===== config.mk =====
export PLATFORM = sky130hd
export DESIGN_NAME = bp_fe_fetch_queue
export DESIGN_NICKNAME = d
export VERILOG_FILES = /design/src/rtl/bp_fe_fetch_queue.sv
export SDC_FILE = /design/constraint.sdc
export NUM_CORES = 1
export LEC_CHECK = 0
export ABC_CLOCK_PERIOD_IN_PS = 15360
export CAP_MARGIN = 20
export CORE_MARGIN = 2
export CORE_UTILIZATION = 47
export DETAILED_ROUTE_END_ITERATION = 7
export GPL_ROUTABILITY_DRIVEN = 1
export PLACE_DENSITY = 0.66
export SLEW_MARGIN = 20
export SYNTH_ARGS = -nofsm -noshare
export SYNTH_HDL_FRONTEND = slang
export SYNTH_SLANG_ARGS = --single-unit

===== constraint.sdc =====
create_clock -name clk_i -period 15.36 [get_ports clk_i]
set_input_delay 2.304 -clock clk_i [delete_from_list [all_inputs] [get_ports clk_i]]
set_output_delay 2.304 -clock clk_i [all_outputs]
set_load 0.005 [all_outputs]

===== src/rtl/bp_fe_fetch_queue.sv =====
// rtl/bp_fe_fetch_queue.sv - fetch packet decoupling FIFO between IF2 and the backend-facing FE queue
//
// Purpose:
//   Circular buffer of fetched packets (pc, instr, branch metadata, exception code).
//   Packets are presented in order at the dequeue side.
//   enq_ready_o is an early warning: it drops while skid_p entries are still free,
//   so the in-flight fetches can still land. Once an exception packet is accepted,
//   further fetches are dropped until a redirect (flush_i).
//
// Ports:
//   clk_i, reset_i                 clock, asynchronous active-high reset
//   enq_*_i                        fetch packet from IF2 (enq_v_i qualifies)
//   enq_ready_o                    early-warning ready
//   deq_*_o                        head packet (deq_v_o qualifies)
//   deq_yumi_i                     head consumed this cycle
//   flush_i                        redirect: discard all contents, leave exception hold
//   count_o                        occupancy
//   overflow_o                     sticky: a packet was dropped because the queue was full
module bp_fe_fetch_queue #(
  parameter int vaddr_width_p               = 39,
  parameter int instr_width_p               = 32,
  parameter int branch_metadata_fwd_width_p = 64,
  parameter int els_p                       = 8,
  parameter int skid_p                      = 2
) (
  input  logic                                   clk_i,
  input  logic                                   reset_i,
  input  logic                                   enq_v_i,
  input  logic [vaddr_width_p-1:0]               enq_pc_i,
  input  logic [instr_width_p-1:0]               enq_instr_i,
  input  logic [branch_metadata_fwd_width_p-1:0] enq_br_metadata_fwd_i,
  input  logic [1:0]                             enq_exc_i,
  output logic                                   enq_ready_o,
  output logic                                   deq_v_o,
  output logic [vaddr_width_p-1:0]               deq_pc_o,
  output logic [instr_width_p-1:0]               deq_instr_o,
  output logic [branch_metadata_fwd_width_p-1:0] deq_br_metadata_fwd_o,
  output logic [1:0]                             deq_exc_o,
  input  logic                                   deq_yumi_i,
  input  logic                                   flush_i,
  output logic [$clog2(els_p+1)-1:0]             count_o,
  output logic                                   overflow_o
);

  localparam int ptr_w_lp = $clog2(els_p);
  localparam int cnt_w_lp = $clog2(els_p+1);

  typedef enum logic {e_run, e_exc_hold} state_e;

  state_e                 state_q;
  logic [ptr_w_lp-1:0]    rd_ptr_q, rd_ptr_d;
  logic [ptr_w_lp-1:0]    wr_ptr_q, wr_ptr_d;
  logic [cnt_w_lp-1:0]    count_q, count_d;
  logic                   overflow_q, overflow_d;

  logic [vaddr_width_p-1:0]               pc_mem_q    [els_p];
  logic [instr_width_p-1:0]               instr_mem_q [els_p];
  logic [branch_metadata_fwd_width_p-1:0] md_mem_q    [els_p];
  logic [1:0]                             exc_mem_q   [els_p];

  logic run, full, enq_fire, deq_fire, enq_drop_full;
  logic [cnt_w_lp-1:0] free;

  assign run           = (state_q == e_run);
  assign full          = (count_q == cnt_w_lp'(els_p));
  // Full is judged on the registered count, so a same-cycle dequeue does not make room.
  assign enq_fire      = enq_v_i & run & ~full & ~flush_i;
  assign enq_drop_full = enq_v_i & run &  full & ~flush_i;
  assign deq_fire      = deq_yumi_i;
  assign free          = cnt_w_lp'(els_p) - count_q;

  always_comb begin
    rd_ptr_d   = rd_ptr_q + ptr_w_lp'(deq_fire);
    wr_ptr_d   = wr_ptr_q + ptr_w_lp'(enq_fire);
    count_d    = count_q + cnt_w_lp'(enq_fire) - cnt_w_lp'(deq_fire);
    overflow_d = overflow_q | enq_drop_full;
    if (flush_i) begin
      // Any same-cycle dequeue still consumes the old head; everything else is discarded.
      rd_ptr_d = wr_ptr_q;
      wr_ptr_d = wr_ptr_q;
      count_d  = '0;
    end
  end

  always_ff @(posedge clk_i or posedge reset_i) begin
    if (reset_i) begin
      state_q    <= e_run;
      rd_ptr_q   <= '0;
      wr_ptr_q   <= '0;
      count_q    <= '0;
      overflow_q <= 1'b0;
    end else begin
      rd_ptr_q   <= rd_ptr_d;
      wr_ptr_q   <= wr_ptr_d;
      count_q    <= count_d;
      overflow_q <= overflow_d;
      case (state_q)
        e_run:      if (enq_fire && (enq_exc_i != 2'b00)) state_q <= e_exc_hold;
        e_exc_hold: if (flush_i) state_q <= e_run;
        default:    state_q <= e_run;
      endcase
    end
  end

  // Payload storage needs no reset: it is only observed while deq_v_o is high.
  always_ff @(posedge clk_i) begin
    if (enq_fire) begin
      pc_mem_q[wr_ptr_q]    <= enq_pc_i;
      instr_mem_q[wr_ptr_q] <= enq_instr_i;
      md_mem_q[wr_ptr_q]    <= enq_br_metadata_fwd_i;
      exc_mem_q[wr_ptr_q]   <= enq_exc_i;
    end
  end

  assign enq_ready_o           = run & (free > cnt_w_lp'(skid_p));
  assign deq_v_o               = (count_q != '0);
  assign deq_pc_o              = pc_mem_q[rd_ptr_q];
  assign deq_instr_o           = instr_mem_q[rd_ptr_q];
  assign deq_br_metadata_fwd_o = md_mem_q[rd_ptr_q];
  assign deq_exc_o             = exc_mem_q[rd_ptr_q];
  assign count_o               = count_q;
  assign overflow_o            = overflow_q;

endmodule


# Word-level counts from Yosys, hierarchy flattened
# Memory sizes are Yosys's and may differ from the RTL's.
# Index checks and enable logic that the tools add are counted.
[totals]
output_inout_bits = 144
n_memories = 4
mem_bits_rw = 1096
in_bits = 142
regBits = 12
[mem_list]
columns = ["memory", "words", "word_bits", "read_ports", "rd_clocked_by_memory_dff", "wr", "line_no", "rtl"]
rows = [
  ["md_mem_q", 8, 64, 1, 0, 1, "58", "logic [branch_metadata_fwd_width_p-1:0] md_mem_q [els_p];"],
  ["pc_mem_q", 8, 39, 1, 0, 1, "56", "logic [vaddr_width_p-1:0] pc_mem_q [els_p];"],
  ["instr_mem_q", 8, 32, 1, 0, 1, "57", "logic [instr_width_p-1:0] instr_mem_q [els_p];"],
  ["exc_mem_q", 8, 2, 1, 0, 1, "59", "logic [1:0] exc_mem_q [els_p];"],
]
[classes]
n_reduce_logical = 3
n_addsub = 5
bitwise_logic = 10
order_cmp = 1
n_eq_ne = 1
n_mux = 7
[ops]
columns = ["operator", "n"]
rows = [
  ["3-bit by 1-bit adder with 3-bit output", 2],
  ["1-bit AND", 6],
  ["4-bit by 1-bit adder with 4-bit output", 1],
  ["4-bit equality test (second input constant)", 1],
  ["4-bit by 2-bit > comparator with 1-bit output (second input constant)", 1],
  ["1-bit 2-to-1 mux", 4],
  ["4-bit 2-to-1 mux", 1],
  ["4-bit nonzero test", 1],
  ["4-bit by 1-bit subtractor with 4-bit output", 1],
  ["4-bit subtractor (first input constant)", 1],
  ["3-bit 2-to-1 mux", 1],
  ["1-bit inverter", 3],
  ["1-bit one-hot mux with 2 select lines", 1],
  ["2-bit nonzero test", 1],
  ["1-bit logical AND", 1],
  ["1-bit bitwise OR", 1],
]

# Logic depth before layout (Yosys ltp)
# Gate-level depths: netlist of run 1.
[depth]
word_depth = 7
mapped_depth = 10
ltp_nobuf = 10

# Worst setup path before layout of run 1
# No wires, ideal clock.
[synth_timing]
path_kind = "input-to-reg"
startpoint = "input flush_i"
endpoint = "memory exc_mem_q[1][0], enable pin"
arrival_ns = 12.094
cell_stages = 3
path_slack_ns = 2.465
n_path_buf = 0
required_ns = 14.559
setup_ns = 0.801
path_cell_list = "nor3b_1 > nand3_1 > nor3_1"
[synth_via]
elab_chain_len = 4
[synth_lines]
columns = ["item", "line_no", "rtl"]
rows = [
  ["start, declared", "40", "input logic flush_i,"],
  ["1-bit inverter", "67", "assign enq_fire = enq_v_i & run & ~full & ~flush_i;"],
  ["1-bit AND", "67", ""],
  ["1-bit 2-to-1 mux", "107", "if (enq_fire) begin"],
  ["1-bit 2-to-1 mux (not written as such)", "111", "exc_mem_q[wr_ptr_q] <= enq_exc_i;"],
  ["end, declared", "59", ""],
]
# No other way between the ends.

# Worst setup path in the final report of run 1
[layout_timing]
startpoint = "register rd_ptr_q[1]"
endpoint = "output deq_pc_o[1]"
[layout_via]
elab_chain_len = 1
[layout_lines]
columns = ["item", "line_no", "rtl"]
rows = [
  ["start, declared", "51", "logic [ptr_w_lp-1:0] rd_ptr_q, rd_ptr_d;"],
  ["start signal, assigned", "93", "rd_ptr_q <= rd_ptr_d;"],
  ["memory read 8 x 39 bit", "n/a", ""],
  ["end, declared", "35", "output logic [vaddr_width_p-1:0] deq_pc_o,"],
]
# No other way between the ends.

==> results of run 1 <==
==> state kept, by name, indices dropped and copies added (netlist names) <==
name         cells
count_o          4
exc_mem_q       16
instr_mem_q    256
md_mem_q       512
overflow_o       1
pc_mem_q       312
rd_ptr_q         3
state_q          1
wr_ptr_q         3
==> critical path, cell delays in order, from the launching register on <==
cell             delay (ns)
dfrtp_4                0.99
buf_12                 0.68
buf_4                  0.84
mux4_2                 0.60
mux2_2                 0.28
clkdlybuf4s50_1        0.50
==> synthesized netlist by cell type <==
cell	count
nor3_1	2
mux4_2	274
buf_1	14
edfxtp_1	1096
a31o_2	1
a31oi_1	1
nor2_1	9
a21oi_1	2
o21a_1	1
dfrtp_1	12
nand3_1	1
nand2_1	7
nor3b_1	1
nand3b_1	1
nor2b_1	4
buf_2	6
nand2b_1	4
clkbuf_1	28
xnor2_1	3
mux2_2	138
buf_8	1
xor2_1	2
buf_4	1
o21ai_0	5
inv_1	12
fa_1	1
ha_1	13
o21bai_1	1
buf_6	28
==> stage by stage <==
| stage | power [mW] | hold WS (ns) |
|---|---|---|
| after floorplan | 4.97 | 0.466 |
| after global placement | 5.82 | 0.474 |
| after detailed placement | 5.85 | 0.476 |
| after CTS | 8.31 | 0.490 |
| after global routing | 8.53 | 0.505 |
| final | 8.19 | 0.484 |
==> kinds of logic (layout without fill, tap and decap cells) <==
kind of cell | after synthesis | count (layout) | share of synthesized area (%)
and+or+nand+nor | 29 | 29 | 0.334
DFF | 1108 | 1108 | 79.2
muxes | 412 | 412 | 18.4
xor gates and xnor gates | 5 | 5 | 0.104
buffers and inverters | 90 | 518 | 1.36
adders and majority gates | 14 | 14 | 0.436
other | 0 | 5 | 0
AOI/OAI and AO/OA | 11 | 11 | 0.155
==> where the power goes <==
| group | internal [mW] | switching, mW |
|---|---|---|
| logic | 1.26 | 0.869 |
| registers | 3.49 | 0.121 |
| clock network | 1.40 | 1.05 |
==> final timing paths <==
check / start / to / slack (ns) / cells after the start
max in group asynchronous: reset_i / rd_ptr_q[2] / 12.98 / 2
worst min register to register: overflow_o / overflow_o / 0.48 / 1
worst max-delay path: rd_ptr_q[1] / deq_pc_o[1] / 8.29 / 5
worst max register to register: count_o[1] / md_mem_q[5][45] / 11.93 / 6
worst min-delay path: overflow_o / overflow_o / 0.48 / 1
min in group asynchronous: reset_i / rd_ptr_q[1] / 1.99 / 2
==> final cells by class <==
class | instances | area [um^2]
well taps | 1165 | 1460
fillers | 6451 | 39000
clock buffers | 145 | 2910
clock inverters | 51 | 353
flip-flops and latches | 1108 | 33200
repair buffers | 310 | 3130
inverters | 12 | 45.0
diodes | 5 | 12.5
multi-input cells | 471 | 8210
==> metal layers <==
| layer | part of all wire [%] | vias to the layer above | global-route usage (%) |
|---|---|---|---|
| met2 | 51 | 468 | 30.6 |
| li1 | - | 7840 | - |
| met5 | 0.14 | - | 0 |
| met4 | 1.8 | 16 | 5.22 |
| met3 | 5.9 | 120 | 3.86 |
| met1 | 41 | 9815 | 24.0 |
==> reports/results.ini, run 1 <==
[logic_synthesis]
netlist_area_mm2=0.0419
syn_area_per_cell_um2=25.1
synth_area_leaders=edfxtp_1 (78%), mux4_2 (15%), mux2_2 (3.7%)
yosys_warnings=0
synth_top_area_share_pct=78.5
synth.net_count=1825
ys_seq_elements=1108
yosys.area.top_type=edfxtp_1
syn_inst=1669
seq_area_frac_synth_pct=79.2
synthDistinctLibCells=29

[timing]
worst_slew_pin_slew_ns=1.10
max_freq_mhz=141
hold_viol_final=0
maxSlewViolCount=0
fin_skew_ns=0.0228
finalSetupTns_ns=0
post-route-period-util_pct=46.0
rsz0062_at_grt=no
layout_min_cycle_time_ns=7.07
finalWorstSetupSlack_ns=8.29
setup_viol=0
slew_headroom_pct=26.9

[route]
detail-route-antenna-nets=0
vias=18300
avgRoutedWirePerCell_um=25.3
wl_um=82700
drt-pass1-iter-count=5
drcViolationCount=0
drt-initial-drc-count=1400
vias_per_cell=5.59

[place]
post_dp_cell_area_mm2=0.0461
portBuffers=285
place.gp.congestion=0.697
pre_cts_ws_ns=8.82
hpwl_um=43200
placed_cells=3066

[cells_and_area]
instances_no_fill=3267
final_common_cell=edfxtp_1
syn_to_final_growth_pct=17.7
postLayoutCoreUtil_pct=55.8
drive_gt1_share_pct=27.9
final_cell_mix=edfxtp_1 (1096), clkdlybuf4s50_1 (285), mux4_2 (274)
nNetsFinal=2168
final_area_mm2=0.0493

[global_routing]
grt_pass1_vias=20000
grt_max_degree=152
overflow=0
grt_use_total_pct=18.2
antenna_found_initial=11
grt_pass1_wl_um=124000

[clock_network]
clock-sinks=1108
root_buffer=clkbuf_16
cts.clk_slew.worst_paths_ns=0.06
clk_latency_ns=0.65
cts_buffer_depth=3
holdBufCountCts=0
cts_buffers=109
post_cts_buffers=0
cts_tree=built
h-tree-depth=3
cts_resized=0

[floorplanning]
start_util_pct=47.5
dieWidth_um=303
rows=109
num_io_pins=286
core-area_mm2=0.0884
die_area_mm2=0.0916
die_h_um=303

[worst_setup_path]
crit_path_end_kind=output port
worst-setup-path-type=reg -> out
startpoint_type=flip-flop
crit_path_max_fanout=101
required_ns=13.06
cp.arrival_ns=4.77

[job]
drv_cap=0

[power_and_ir_drop]
ir_drop_mv=0.111
p_per_area_mw_per_mm2=166
p_leak_nw=15.2

[status]
status=completed

[hold_path]
hold_class=reg -> reg

(Power assumes the default switching activity.)
==> run 2, diff against run 1 <==
--- a/config.mk
+++ b/config.mk
@@ -5,13 +5,13 @@
 export SDC_FILE = /design/constraint.sdc
 export NUM_CORES = 1
 export LEC_CHECK = 0
-export ABC_CLOCK_PERIOD_IN_PS = 15360
+export ABC_CLOCK_PERIOD_IN_PS = 6450
 export CAP_MARGIN = 20
 export CORE_MARGIN = 2
 export CORE_UTILIZATION = 47
 export DETAILED_ROUTE_END_ITERATION = 7
 export GPL_ROUTABILITY_DRIVEN = 1
-export PLACE_DENSITY = 0.66
+export PLACE_DENSITY = 0.68
 export SLEW_MARGIN = 20
 export SYNTH_ARGS = -nofsm -noshare
 export SYNTH_HDL_FRONTEND = slang
==> constraint.sdc (replaced) <==
create_clock -name clk_i -period 6.45 [get_ports clk_i]
set_input_delay 0.9675 -clock clk_i [delete_from_list [all_inputs] [get_ports clk_i]]
set_output_delay 0.9675 -clock clk_i [all_outputs]
set_load 0.005 [all_outputs]
==> run 2 against run 1 <==
Effect of this change: sequential power up 140%; final cell count up 0.15%; core utilization up 0.47 points; global-route usage up 0.12 points; worst setup slack worse by 6.4 ns.
==> reports/results.ini, run 2 (same netlist as run 1, synthesis figures left out) <==
[worst_setup_path]
crit_path_max_fanout=70  ; -31%
cp.arrival_ns=3.59  ; -1.18 ns
worst-setup-path-type=reg -> out
crit_path_end_kind=output port
startpoint_type=flip-flop
required_ns=5.48  ; -7.58 ns

[clock_network]
root_buffer=clkbuf_16
h-tree-depth=3  ; unchanged
cts_resized=0  ; unchanged
post_cts_buffers=0  ; unchanged
holdBufCountCts=0  ; unchanged
clk_latency_ns=0.68  ; +0.03 ns
cts_buffer_depth=3  ; unchanged
cts_tree=built
cts.clk_slew.worst_paths_ns=0.06  ; about the same
clock-sinks=1108  ; unchanged
cts_buffers=109  ; unchanged

[timing]
post-route-period-util_pct=70.7
fin_skew_ns=0.0228  ; -0.0000133 ns
layout_min_cycle_time_ns=4.56
rsz0062_at_grt=no
hold_viol_final=0  ; unchanged
finalSetupTns_ns=0  ; unchanged
maxSlewViolCount=0  ; unchanged
worst_slew_pin_slew_ns=0.903  ; -0.194 ns
slew_headroom_pct=39.7  ; +13 points
setup_viol=0  ; unchanged
max_freq_mhz=219

[global_routing]
gr-usage-met1_pct=24.1  ; +0.11 points
busiest_layer=met2
grt_pass1_wl_um=124000  ; about the same
grt_use_total_pct=18.3  ; +0.12 points
gr-usage-met3_pct=3.61  ; -0.25 points
overflow=0  ; unchanged
grtUsageMet2_pct=31.0  ; +0.34 points
grt_pass1_vias=19700  ; -1.4%
grt_max_degree=111  ; -27%
antenna_found_initial=12  ; +1

[cells_and_area]
multi_input_area_mm2=0.00822  ; +0.15%
largest_reg_flops=512  ; unchanged
final-seq-area_mm2=0.0332  ; unchanged
top_regs=md_mem_q (512), pc_mem_q (312), instr_mem_q (256)
final_cell_mix=edfxtp_1 (1096), clkdlybuf4s50_1 (285), mux4_2 (274)
nNetsFinal=2173  ; +0.23%
syn_to_final_growth_pct=18.6
fillCellCount=6402  ; -0.76%
regMostFlops=md_mem_q
drive_gt1_share_pct=28.7  ; +0.80 points
final_common_cell=edfxtp_1

[hold_path]
hold_class=reg -> reg

[route]
drt-initial-drc-count=1302  ; -7.0%
avgRoutedWirePerCell_um=25.4  ; +0.22%
detail-route-antenna-nets=0  ; unchanged
wl_um=83000  ; +0.37%
vias_per_cell=5.62  ; +0.52%
drt-pass1-iter-count=5  ; unchanged
drcViolationCount=0  ; unchanged
vias=18400  ; +0.67%

[floorplanning]
num_io_pins=286  ; unchanged
rows=109  ; unchanged
die_h_um=303  ; unchanged
start_util_pct=47.5  ; unchanged
dieWidth_um=303  ; unchanged
die_area_mm2=0.0916  ; unchanged
core-area_mm2=0.0884  ; unchanged

[place]
portBuffers=285  ; unchanged
hpwl_um=44100  ; +2.0%
place.gp.congestion=0.717  ; +2.9%

[job]
drv_cap=0  ; unchanged

[power_and_ir_drop]
finalPower_mw=19.8  ; +140%
p_leak_nw=15.4  ; +0.95%
p_per_area_mw_per_mm2=398  ; +140%
ir_drop_mv=0.298  ; +170%

[status]
status=completed

[run 2: changes by cell type in the layout (fill, tap and decap cells not counted), sizes merged]
cell      before  now
diode          5    6
clkinv        44   54
clkbuf       145  124
buf           25   30
inv           14   16
clkinvlp       0    3
bufinv         5   10
[run 2: stage by stage]
stage          util, %  setup WS, ns  cells  hold slack (ns)  cell area (um^2)
2_1_floorplan        -         -1.43   1669            0.466             41900
3_3_place_gp      52.4          2.13   3071            0.502             46300
3_5_place_dp      52.4          2.02   3071            0.504             46300
4_1_cts           56.3          1.71   3266            0.528             49700
5_1_grt           56.3          1.63   3269            0.564             49700
6_report          56.3          1.89   3272            0.527             49800
[run 2: layout make-up]
type / count / share of cell area, %
Clock inverter: 71 / 1.32
Inverter: 12 / 0.0905
Timing Repair Buffer: 315 / 6.74
Antenna cell: 6 / 0.0302
Tap cell: 1165 / 2.93
Sequential cell: 1108 / 66.8
Clock buffer: 124 / 5.60
Multi-Input combinational cell: 471 / 16.5
[run 2: path summary, 6_finish.rpt]
path	startpoint	to	slack, ns	cells past startpoint
worst max-delay path	rd_ptr_q[1]	deq_br_metadata_fwd_o[60]	1.89	4
worst min-delay path	state_q	state_q	0.53	2
worst max register to register	count_o[1]	pc_mem_q[3][12]	3.35	6
worst min register to register	state_q	state_q	0.53	2
max in group asynchronous	reset_i	rd_ptr_q[1]	5.46	2
min in group asynchronous	reset_i	count_o[0]	0.61	2
[run 2: layer usage]
| layer | wire [um] | share of wire (%) | vias up |
|---|---|---|---|
| met2 | 42900 | 52 | 486 |
| met4 | 1960 | 2.4 | 16 |
| met3 | 4430 | 5.3 | 122 |
| met5 | 108 | 0.13 | - |
| met1 | 33600 | 41 | 9895 |
| li1 | - | - | 7863 |
[run 2: power by group]
part | internal (mW) | total (mW) | leakage [nW] | switching, mW
registers | 8.31 | 8.53 | 10.0 | 0.224
logic | 3.02 | 5.19 | 3.65 | 2.17
clock network | 3.49 | 6.08 | 1.68 | 2.59
total | 14.8 | 19.8 | 15.4 | 4.98
[run 2: worst max-delay path, stage by stage (launching register included)]
cell	delay, ns
dfrtp_4	0.89
buf_12	0.53
mux4_2	0.58
mux2_2	0.27
clkdlybuf4s50_1	0.53
==> run 3, diff against run 2 <==
--- a/config.mk
+++ b/config.mk
@@ -5,7 +5,7 @@
 export SDC_FILE = /design/constraint.sdc
 export NUM_CORES = 1
 export LEC_CHECK = 0
-export ABC_CLOCK_PERIOD_IN_PS = 6450
+export ABC_CLOCK_PERIOD_IN_PS = 3910
 export CAP_MARGIN = 20
 export CORE_MARGIN = 2
 export CORE_UTILIZATION = 47
==> constraint.sdc (replaced) <==
create_clock -name clk_i -period 3.91 [get_ports clk_i]
set_input_delay 0.5865 -clock clk_i [delete_from_list [all_inputs] [get_ports clk_i]]
set_output_delay 0.5865 -clock clk_i [all_outputs]
set_load 0.005 [all_outputs]
==> run 3 against run 2 <==
Effect of this change: wire length grew 0.55%; final area grew 0.73%; critical path depth unchanged; sequential share of layout area is 0.48 points lower; clock skew down 0.0055 ns; register-to-register slack lost 2.0 ns; non-clock buffer count up 17; die area unchanged; critical endpoint is now deq_br_metadata_fwd_o[35]; largest cell class unchanged.
==> reports/results.ini, run 3 (same netlist as run 1, synthesis figures left out) <==
[status]
status=completed

[worst_setup_path]
rr_worst_depth=6  ; unchanged
worst-setup-path-type=reg -> out
crit_path_end_kind=output port
timing.rr.start=count_o[1]
r2r_end=md_mem_q[0][36]
crit_path_max_fanout=70  ; unchanged
timing.reg2reg.setup_slack_ns=1.31  ; -2.04 ns
cp.arrival_ns=3.18  ; -0.41 ns
required_ns=3.32  ; -2.16 ns
startpoint_type=flip-flop

[floorplanning]
rows=109  ; unchanged
start_util_pct=47.5  ; unchanged
die_area_mm2=0.0916  ; unchanged
num_io_pins=286  ; unchanged
die_h_um=303  ; unchanged
dieWidth_um=303  ; unchanged
core-area_mm2=0.0884  ; unchanged

[route]
avgRoutedWirePerCell_um=25.4  ; about the same
detail-route-antenna-nets=0  ; unchanged
wl_um=83500  ; +0.55%
drt-initial-drc-count=1324  ; +1.7%
vias=18400  ; -0.011%
drcViolationCount=0  ; unchanged
vias_per_cell=5.58  ; -0.62%
drt-pass1-iter-count=7  ; +2

[global_routing]
grt_pass1_wl_um=124000  ; +0.31%
overflow=0  ; unchanged
antenna_found_initial=11  ; -1
grt_use_total_pct=18.3  ; +0.069 points
grt_pass1_vias=19900  ; +0.65%
grt_max_degree=71  ; -36%

[cells_and_area]
drive_gt1_share_pct=29.7  ; +0.91 points
instances_no_fill=3292  ; +0.61%
nNetsFinal=2189  ; +0.74%
syn_to_final_growth_pct=19.5
final_area_mm2=0.0501  ; +0.73%
regMostFlops=md_mem_q
fillCellCount=6296  ; -1.7%
top_regs=md_mem_q (512), pc_mem_q (312), instr_mem_q (256)
largest_reg_flops=512  ; unchanged
final_cell_mix=edfxtp_1 (1096), clkdlybuf4s50_1 (285), mux4_2 (274)
final_common_cell=edfxtp_1

[clock_network]
cts_buffers=108  ; -0.92%
root_buffer=clkbuf_16
holdBufCountCts=0  ; unchanged
h-tree-depth=3  ; unchanged
clk_latency_ns=0.67  ; about the same
cts_tree=built
post_cts_buffers=0  ; unchanged
cts.clk_slew.worst_paths_ns=0.06  ; about the same
cts_buffer_depth=3  ; unchanged
clock-sinks=1108  ; unchanged
cts_resized=0  ; unchanged

[power_and_ir_drop]
p_per_area_mw_per_mm2=663  ; +66%
p_leak_nw=15.5  ; +1.1%
finalPower_mw=33.2  ; +68%
ir_drop_mv=0.401  ; +35%

[place]
place.gp.congestion=0.701  ; -2.2%
hpwl_um=44800  ; +1.5%
post_dp_cell_area_mm2=0.0465  ; +0.48%
pre_cts_ws_ns=0.773  ; -1.25 ns
portBuffers=285  ; unchanged
placed_cells=3088  ; +0.55%

[timing]
post-route-period-util_pct=96.3
fin_skew_ns=0.0173  ; -0.00550 ns
hold_viol_final=0  ; unchanged
maxSlewViolCount=0  ; unchanged
max_freq_mhz=266
layout_min_cycle_time_ns=3.77
rsz0062_at_grt=no
worst_slew_pin_slew_ns=0.708  ; -0.195 ns
setup_viol=0  ; unchanged
slew_headroom_pct=52.8  ; +13 points
finalWorstSetupSlack_ns=0.144  ; -1.75 ns
finalSetupTns_ns=0  ; unchanged

[job]
drv_cap=0  ; unchanged

[hold_path]
hold_class=in -> async

-- run 3: changes by cell type in the layout (fill, tap and decap cells not counted), moves of 2 or more --
| cell | before | now |
|---|---|---|
| buf_4 | 8 | 18 |
| clkinvlp_4 | 3 | 6 |
| clkbuf_16 | 109 | 111 |
| diode_2 | 6 | 3 |
| clkinv_8 | 4 | 0 |
| buf_12 | 22 | 28 |
| inv_6 | 3 | 1 |
| bufinv_16 | 10 | 14 |
| clkbuf_1 | 15 | 25 |
| clkinv_1 | 30 | 20 |
-- run 3: report_power, final --
part | internal (mW) | total, mW | switching, mW
Clock | 6.13 | 10.4 | 4.24
Sequential | 13.7 | 14.0 | 0.277
Combinational | 5.14 | 8.86 | 3.72
-- run 3: critical path, stage by stage (launching register included) --
cell and delay, ns:
dfrtp_4 0.54, buf_12 0.40, mux4_2 0.60, mux2_2 0.32, clkdlybuf4s50_1 0.45
-- run 3: metal layers --
| layer | share of wire [%] | GRT usage [%] | routed length, um |
|---|---|---|---|
| met1 | 42 | 24.8 | 34900 |
| met2 | 51 | 30.7 | 42500 |
| met3 | 5.6 | 3.77 | 4670 |
| met4 | 1.6 | 4.91 | 1300 |
| met5 | 0.14 | 0 | 120 |
-- run 3: through the flow --
step	util (%)	hold WS, ns
3_3_place_gp	52.6	0.502
5_1_grt	56.7	0.316
3_5_place_dp	52.6	0.485
4_1_cts	56.7	0.298
2_1_floorplan	-	0.451
6_report	56.7	0.307
-- run 3: worst max path at each step --
stage                     start                         to  slack (ns)
floorplan               flush_i            exc_mem_q[4][0]       -1.22
global placement    rd_ptr_q[1]               deq_pc_o[20]        0.82
detailed placement  rd_ptr_q[1]               deq_pc_o[20]        0.77
CTS                 rd_ptr_q[1]               deq_pc_o[20]        0.04
global route        rd_ptr_q[1]  deq_br_metadata_fwd_o[29]       0.009
finish              rd_ptr_q[1]  deq_br_metadata_fwd_o[35]        0.14
-- run 3: final cells by class --
type                       instances  area (um^2)  area share [%]
clock buffer                     136         2870            5.73
tap                             1165         1460            2.91
multi-input combinational        471         8240            16.4
inverter                          12         45.0          0.0899
antenna                            3         7.51          0.0150
clock inverter                    65          711            1.42
sequential                      1108        33200            66.3
timing repair buffer             332         3560            7.10
